==> src/rtl/regfile_writeback.sv <==
// Commit-side writer for the physical register file.
//
// Up to three retiring results per cycle are compacted (rd=0 lanes dropped) into an in-order
// circular FIFO. When the register file can take writes, up to three of the oldest entries are
// moved into registered write-request ports, oldest on port a. Inside one drained group only the
// youngest write to a given register keeps RegWrite. A per-register pending mask reports every
// write that is still buffered or sitting in the output stage.
//
// Ports:
//   clk           rising-edge clock
//   reset         asynchronous, active-high reset
//   commit_valid  per-lane valid, lane 0 oldest
//   commit_rd     per-lane destination physical register
//   commit_data   per-lane result
//   commit_ready  whole group accepted this cycle when high
//   drain_en      register file accepts writes this cycle
//   wr_req_a/b/c  registered write requests, a is oldest
//   pending_mask  bit r set while any write to register r is in flight

package regfile_writeback_pkg;

  typedef struct packed {
    logic        RegWrite;
    logic [6:0]  rd;
    logic [6:0]  rs1;
    logic [6:0]  rs2;
    logic [31:0] wr_data;
  } regReqStruct;

endpackage

module regfile_writeback
  import regfile_writeback_pkg::*;
#(
  parameter int unsigned DEPTH     = 8,
  parameter int unsigned NUM_PREGS = 64
) (
  input  logic                  clk,
  input  logic                  reset,
  input  logic [2:0]            commit_valid,
  input  logic [2:0][6:0]       commit_rd,
  input  logic [2:0][31:0]      commit_data,
  output logic                  commit_ready,
  input  logic                  drain_en,
  output regReqStruct           wr_req_a,
  output regReqStruct           wr_req_b,
  output regReqStruct           wr_req_c,
  output logic [NUM_PREGS-1:0]  pending_mask
);

  localparam int unsigned PtrW = $clog2(DEPTH);
  localparam int unsigned OccW = $clog2(DEPTH + 1);

  // FIFO storage; no reset needed since validity comes from head/occ.
  logic [6:0]      mem_rd_q   [DEPTH];
  logic [31:0]     mem_data_q [DEPTH];

  logic [PtrW-1:0] head_q, head_d;
  logic [PtrW-1:0] tail_q, tail_d;
  logic [OccW-1:0] occ_q, occ_d;

  regReqStruct     out_q [3];
  regReqStruct     out_d [3];

  logic            space_ok;
  logic            enq_fire;
  logic [1:0]      n_enq;
  logic [2:0]      enq_we;
  logic [6:0]      enq_rd   [3];
  logic [31:0]     enq_data [3];
  logic [1:0]      n_drain;

  logic [PtrW-1:0] slot_rel   [DEPTH];
  logic [DEPTH-1:0] slot_valid;

  // Free space is judged on current occupancy only; a same-cycle drain does not help.
  assign space_ok     = (OccW'(DEPTH) - occ_q) >= OccW'(3);
  assign commit_ready = space_ok & ~reset;
  assign enq_fire     = space_ok & (|commit_valid);

  // Compact the stored lanes in lane order into consecutive tail slots.
  always_comb begin
    n_enq  = 2'd0;
    enq_we = '0;
    for (int k = 0; k < 3; k++) begin
      enq_rd[k]   = '0;
      enq_data[k] = '0;
    end
    for (int l = 0; l < 3; l++) begin
      if (enq_fire && commit_valid[l] && (commit_rd[l] != 7'd0)) begin
        enq_we[n_enq]   = 1'b1;
        enq_rd[n_enq]   = commit_rd[l];
        enq_data[n_enq] = commit_data[l];
        n_enq           = n_enq + 2'd1;
      end
    end
  end

  // Drain group selection and collision suppression.
  always_comb begin
    if (!drain_en) begin
      n_drain = 2'd0;
    end else if (occ_q >= OccW'(3)) begin
      n_drain = 2'd3;
    end else begin
      n_drain = occ_q[1:0];
    end

    for (int i = 0; i < 3; i++) begin
      out_d[i] = '0;
      if (2'(i) < n_drain) begin
        out_d[i].RegWrite = 1'b1;
        out_d[i].rd       = mem_rd_q[head_q + PtrW'(i)];
        out_d[i].wr_data  = mem_data_q[head_q + PtrW'(i)];
      end
    end

    // An older write in the group is dead if a younger one targets the same register.
    for (int i = 0; i < 2; i++) begin
      for (int j = i + 1; j < 3; j++) begin
        if ((2'(j) < n_drain) && (out_d[i].rd == out_d[j].rd)) begin
          out_d[i].RegWrite = 1'b0;
        end
      end
    end
  end

  always_comb begin
    head_d = head_q + PtrW'(n_drain);
    tail_d = tail_q + PtrW'(n_enq);
    occ_d  = occ_q + OccW'(n_enq) - OccW'(n_drain);
  end

  always_ff @(posedge clk or posedge reset) begin
    if (reset) begin
      head_q <= '0;
      tail_q <= '0;
      occ_q  <= '0;
      for (int i = 0; i < 3; i++) begin
        out_q[i] <= '0;
      end
    end else begin
      head_q <= head_d;
      tail_q <= tail_d;
      occ_q  <= occ_d;
      for (int i = 0; i < 3; i++) begin
        out_q[i] <= out_d[i];
      end
    end
  end

  always_ff @(posedge clk) begin
    for (int k = 0; k < 3; k++) begin
      if (enq_we[k]) begin
        mem_rd_q[tail_q + PtrW'(k)]   <= enq_rd[k];
        mem_data_q[tail_q + PtrW'(k)] <= enq_data[k];
      end
    end
  end

  assign wr_req_a = out_q[0];
  assign wr_req_b = out_q[1];
  assign wr_req_c = out_q[2];

  // A slot is live when its distance from head is below the occupancy.
  always_comb begin
    for (int s = 0; s < DEPTH; s++) begin
      slot_rel[s]   = PtrW'(s) - head_q;
      slot_valid[s] = OccW'(slot_rel[s]) < occ_q;
    end
  end

  // Register 0 is never written, so bit 0 stays clear (loops start at 1).
  always_comb begin
    pending_mask = '0;
    for (int r = 1; r < NUM_PREGS; r++) begin
      for (int s = 0; s < DEPTH; s++) begin
        if (slot_valid[s] && (mem_rd_q[s] == 7'(r))) begin
          pending_mask[r] = 1'b1;
        end
      end
      for (int i = 0; i < 3; i++) begin
        if (out_q[i].RegWrite && (out_q[i].rd == 7'(r))) begin
          pending_mask[r] = 1'b1;
        end
      end
    end
  end

`ifndef SYNTHESIS
  occ_bound_a : assert property (@(posedge clk) disable iff (reset)
    occ_q <= OccW'(DEPTH));

  no_rd0_write_a : assert property (@(posedge clk) disable iff (reset)
    !((out_q[0].RegWrite && (out_q[0].rd == 7'd0)) ||
      (out_q[1].RegWrite && (out_q[1].rd == 7'd0)) ||
      (out_q[2].RegWrite && (out_q[2].rd == 7'd0))));

  no_dup_rd_a : assert property (@(posedge clk) disable iff (reset)
    !((out_q[0].RegWrite && out_q[1].RegWrite && (out_q[0].rd == out_q[1].rd)) ||
      (out_q[0].RegWrite && out_q[2].RegWrite && (out_q[0].rd == out_q[2].rd)) ||
      (out_q[1].RegWrite && out_q[2].RegWrite && (out_q[1].rd == out_q[2].rd))));
`endif

endmodule

==> config.mk <==
export PLATFORM = sky130hd
export DESIGN_NAME = regfile_writeback
export DESIGN_NICKNAME = d
export VERILOG_FILES = /design/src/rtl/regfile_writeback.sv
export SDC_FILE = /design/constraint.sdc
export NUM_CORES = 2
export LEC_CHECK = 0
export ABC_AREA = 0
export CAP_MARGIN = 20
export CORE_MARGIN = 4
export CORE_UTILIZATION = 50
export DETAILED_ROUTE_END_ITERATION = 16
export GPL_TIMING_DRIVEN = 0
export MAX_ROUTING_LAYER = met4
export PLACE_DENSITY = 0.71
export REMOVE_ABC_BUFFERS = 1
export SYNTH_ARGS = -nofsm -noshare
export SYNTH_HDL_FRONTEND = slang
export SYNTH_SLANG_ARGS = --single-unit
==> constraint.sdc <==
create_clock -name clk -period 19 [get_ports clk]
set_clock_uncertainty 0.2 [all_clocks]
set_input_delay 2.85 -clock clk [delete_from_list [all_inputs] [get_ports clk]]
set_output_delay 2.85 -clock clk [all_outputs]
set_load 0.01 [all_outputs]
==> flow_metrics.tcl <==
set metrics [dict create \
    period_minus_slack_ps 9900 \
    fmax_mhz 101.0 \
    final_hold_viol_count 0 \
    gr-usage-met1_pct 50.09 \
    start_util_pct 50.37 \
    cp.required_ps 15950 \
    peakVddDrop_mv 0.1457 \
    yosysSeqAreaShare_pct 35.78 \
    syn_avg_cell_area_um2 9.534 \
    p_switching_mw 3.984 \
    pwr-share-clk_pct 11.9 \
    synth_commonest_cells "565 x nand2_1, 312 x edfxtp_1, 282 x clkbuf_1, 226 x nor2_1, 203 x o21ai_0" \
    p_leak_nw 14.93 \
    met3_usage_pct 11.43 \
    rsz0062_at_grt "false" \
    yosysMostFrequentCell "nand2_1" \
    drt-pass1-iter-count 12 \
    h-tree-depth 2 \
    place_area_um2 40510 \
    place_hpwl_mm 110.9 \
    power_density_nw_per_um2 199.1 \
    end_kind "primary output" \
    postRouteAntennaNets 0 \
    cts_resized 0 \
    synth_edf_count 312 \
    first_global_vias 34750 \
    core_um2 70030 \
    grt_max_degree 72 \
    pwr-share-seq_pct 25.9 \
    critPathTopFamily "buffers and inverters" \
    drive_gt1_share_pct 17.41 \
    wl_mm 161.3 \
    wl_per_cell_um 33.68 \
    cts_setup_buffers 0 \
    fin_setup_tns_ps 0 \
    path_buf_inv 6 \
    vias 35970 \
    cts_hold_buf 0 \
    clock_latency_ps 610 \
    cts_root_buf "clkbuf_16" \
    path_cells "buf_16 > inv_2 > buf_12 > ha_4 > clkinv_1 > ha_1 > a21o_1 > a21oi_1 > o21ai_0 > nor2_1 > a211oi_1 > buf_4 > nand3_1 > clkdlybuf4s50_1" \
    critPathMaxStageDelay_ps 1010 \
    min_period_over_period_pct 52.10 \
    layout.nets 3956 \
    cts_tree "built" \
    yosys_most_used_dff "edfxtp_1" \
    netlist_top_cells_area "edfxtp_1 27%, mux4_2 12%, dfrtp_1 9.2%, mux2_2 6.2%, nand2_1 6.0%" \
    post-route-drc-count 0 \
    max_cap_violations 0 \
    gr-total-overflow 0 \
    synth_cell_types 79 \
    syn_to_final_growth_pct 19.58 \
    power.share.switching_pct 47.45 \
    async_reset_ff_share_pct 29.41 \
    power.internal_mw 4.413 \
    worstMarginPinSlew_ps 1358 \
    antenna_found_initial 6 \
    met2_usage_pct 63.77 \
    rows 97 \
    drt_iter0_drc 5966 \
    postLayoutCellArea_um2 42180 \
    final_max_slew_viol_count 0 \
    crit_arrival_ps 6850 \
    numCtsBuffers 48 \
    gp_congestion 1.139 \
    numPortBuffers 306 \
    die_h_um 273.6 \
    p_total_mw 8.397 \
    setup_viol 0 \
    busiest_layer "met2" \
    clock-sinks 442 \
    start_kind "flop" \
    slowest_stage "dfrtp_4" \
    clk_pin_slew_worst_paths_ps 60 \
    ys_seq_elements 442 \
    die_area_um2 74860 \
    grt_use_total_pct 43.00 \
    clock_path_buffers 3 \
    dieWidth_um 273.6 \
    yosysWarnings 0 \
    syn_inst 3700 \
    yosysTopAreaCellShare_pct 26.56 \
    comb_power_share_pct 62.2 \
    slew-limit-headroom_pct 7.135 \
    viasPerCell 7.510 \
    crit_type "reg2out" \
    hold_class "reg2reg" \
    cp_max_fo 62 \
    io_pins 350 \
    status "finished clean" \
    synth_area_um2 35280 \
    yosysTopAreaCell "edfxtp_1" \
    grt_pass1_wl_mm 232.3 \
    finalCoreUtilization_pct 60.24 \
]
-- metal layers --
metal  share of wire (%)  wire length [um]
met1                  32             52270
met2                  44             70320
met3                  14             22320
met4                  10             16410
met5                   0                 0
-- cell type report --
class	count	area (um2)
Multi-Input combinational cell	2837	21210
Clock inverter	25	307.8
Antenna cell	8	20.02
Timing Repair Buffer	427	5323
Sequential cell	442	12630
Clock buffer	64	1333
Inverter	47	181.4
Tap cell	940	1176
Fill cell	5638	27850
-- flip-flops by register name, summed over array words and instances (netlist names) --
name        flops
head_q          3
mem_data_q    256
mem_rd_q       56
occ_q           4
tail_q          3
wr_req_a       40
wr_req_b       40
wr_req_c       40
-- stage by stage --
| stage | setup WS [ps] | instances | hold slack (ps) |
|---|---|---|---|
| floorplan | 4128 | 3326 | 405.6 |
| global placement | -2766 | 4572 | 451.5 |
| detailed placement | 10040 | 4691 | 541.7 |
| CTS | 9406 | 4780 | 563.1 |
| global route | 8952 | 4788 | 600.6 |
| finish | 9100 | 4790 | 561.9 |
-- kinds of logic (layout without fill, tap and decap cells) --
| family | after synthesis | count (layout) | share of synthesized area (%) |
|---|---|---|---|
| simple gates | 1200 | 1200 | 15.34 |
| compound gates | 1076 | 1076 | 20.88 |
| buf+inv | 463 | 563 | 5.530 |
| mux | 457 | 457 | 20.54 |
| flops | 442 | 442 | 35.78 |
| xor+xnor | 31 | 31 | 0.7697 |
| fa+ha+maj | 30 | 30 | 1.149 |
| other cells | 1 | 51 | 0.01063 |
-- placed cells by master, fill, tap and decap left out, drive strengths merged, types with 15 or more instances in the layout --
cell	instances
mux4	193
nand3b	17
a221oi	68
inv	47
nand2	565
a21oi	187
and2	17
nor3b	16
edfxtp	312
mux2i	60
nor4	65
clkdlybuf4s50	306
o22ai	28
mux2	204
nor2	226
dfrtp	130
ha	26
o21a	96
o221ai	39
clkbuf	65
a22oi	73
and3b	15
a211oi	25
conb	43
nand3	104
o21ai	238
xnor2	17
a22o	20
nor2b	18
nand2b	22
a31oi	43
nor3	90
o2111ai	52
clkinv	17
buf	120
o211ai	134
-- power by group through the flow --
stage	Combinational, mW	Clock (mW)	Sequential [mW]
after CTS	5.04	0.993	2.14
final	5.22	0.996	2.18
after detailed placement	5.00	0	2.15
after global placement	4.70	0	2.39
after floorplan	3.11	0	2.12
after global routing	5.44	1.03	2.21
-- worst reg2reg max path, stage by stage, from the launching register on --
cell and delay, ps:
dfrtp_2 1070, or4b_2 730, nand3_2 540, nor2_1 320, inv_2 280, ha_1 320
nand3_2 580, buf_12 430, nand2_1 100, a21boi_0 170, buf_2 240, o31ai_4 650
buf_8 250, buf_8 210
-- worst paths after layout --
| kind | startpoint | to | slack, ps | depth (start not counted) |
|---|---|---|---|---|
| worst min-delay path | mem_data_q[2][20] | wr_req_c[20] | 560 | 3 |
| worst min register to register | mem_data_q[2][20] | wr_req_c[20] | 560 | 3 |
| worst max-delay path | head_q[1] | pending_mask[41] | 9100 | 14 |
| max in group asynchronous | reset | head_q[0] | 15240 | 3 |
| worst max register to register | occ_q[3] | mem_data_q[2][11] | 12570 | 13 |
| min in group asynchronous | reset | wr_req_b[0] | 2520 | 2 |
(Power assumes the default switching activity.)
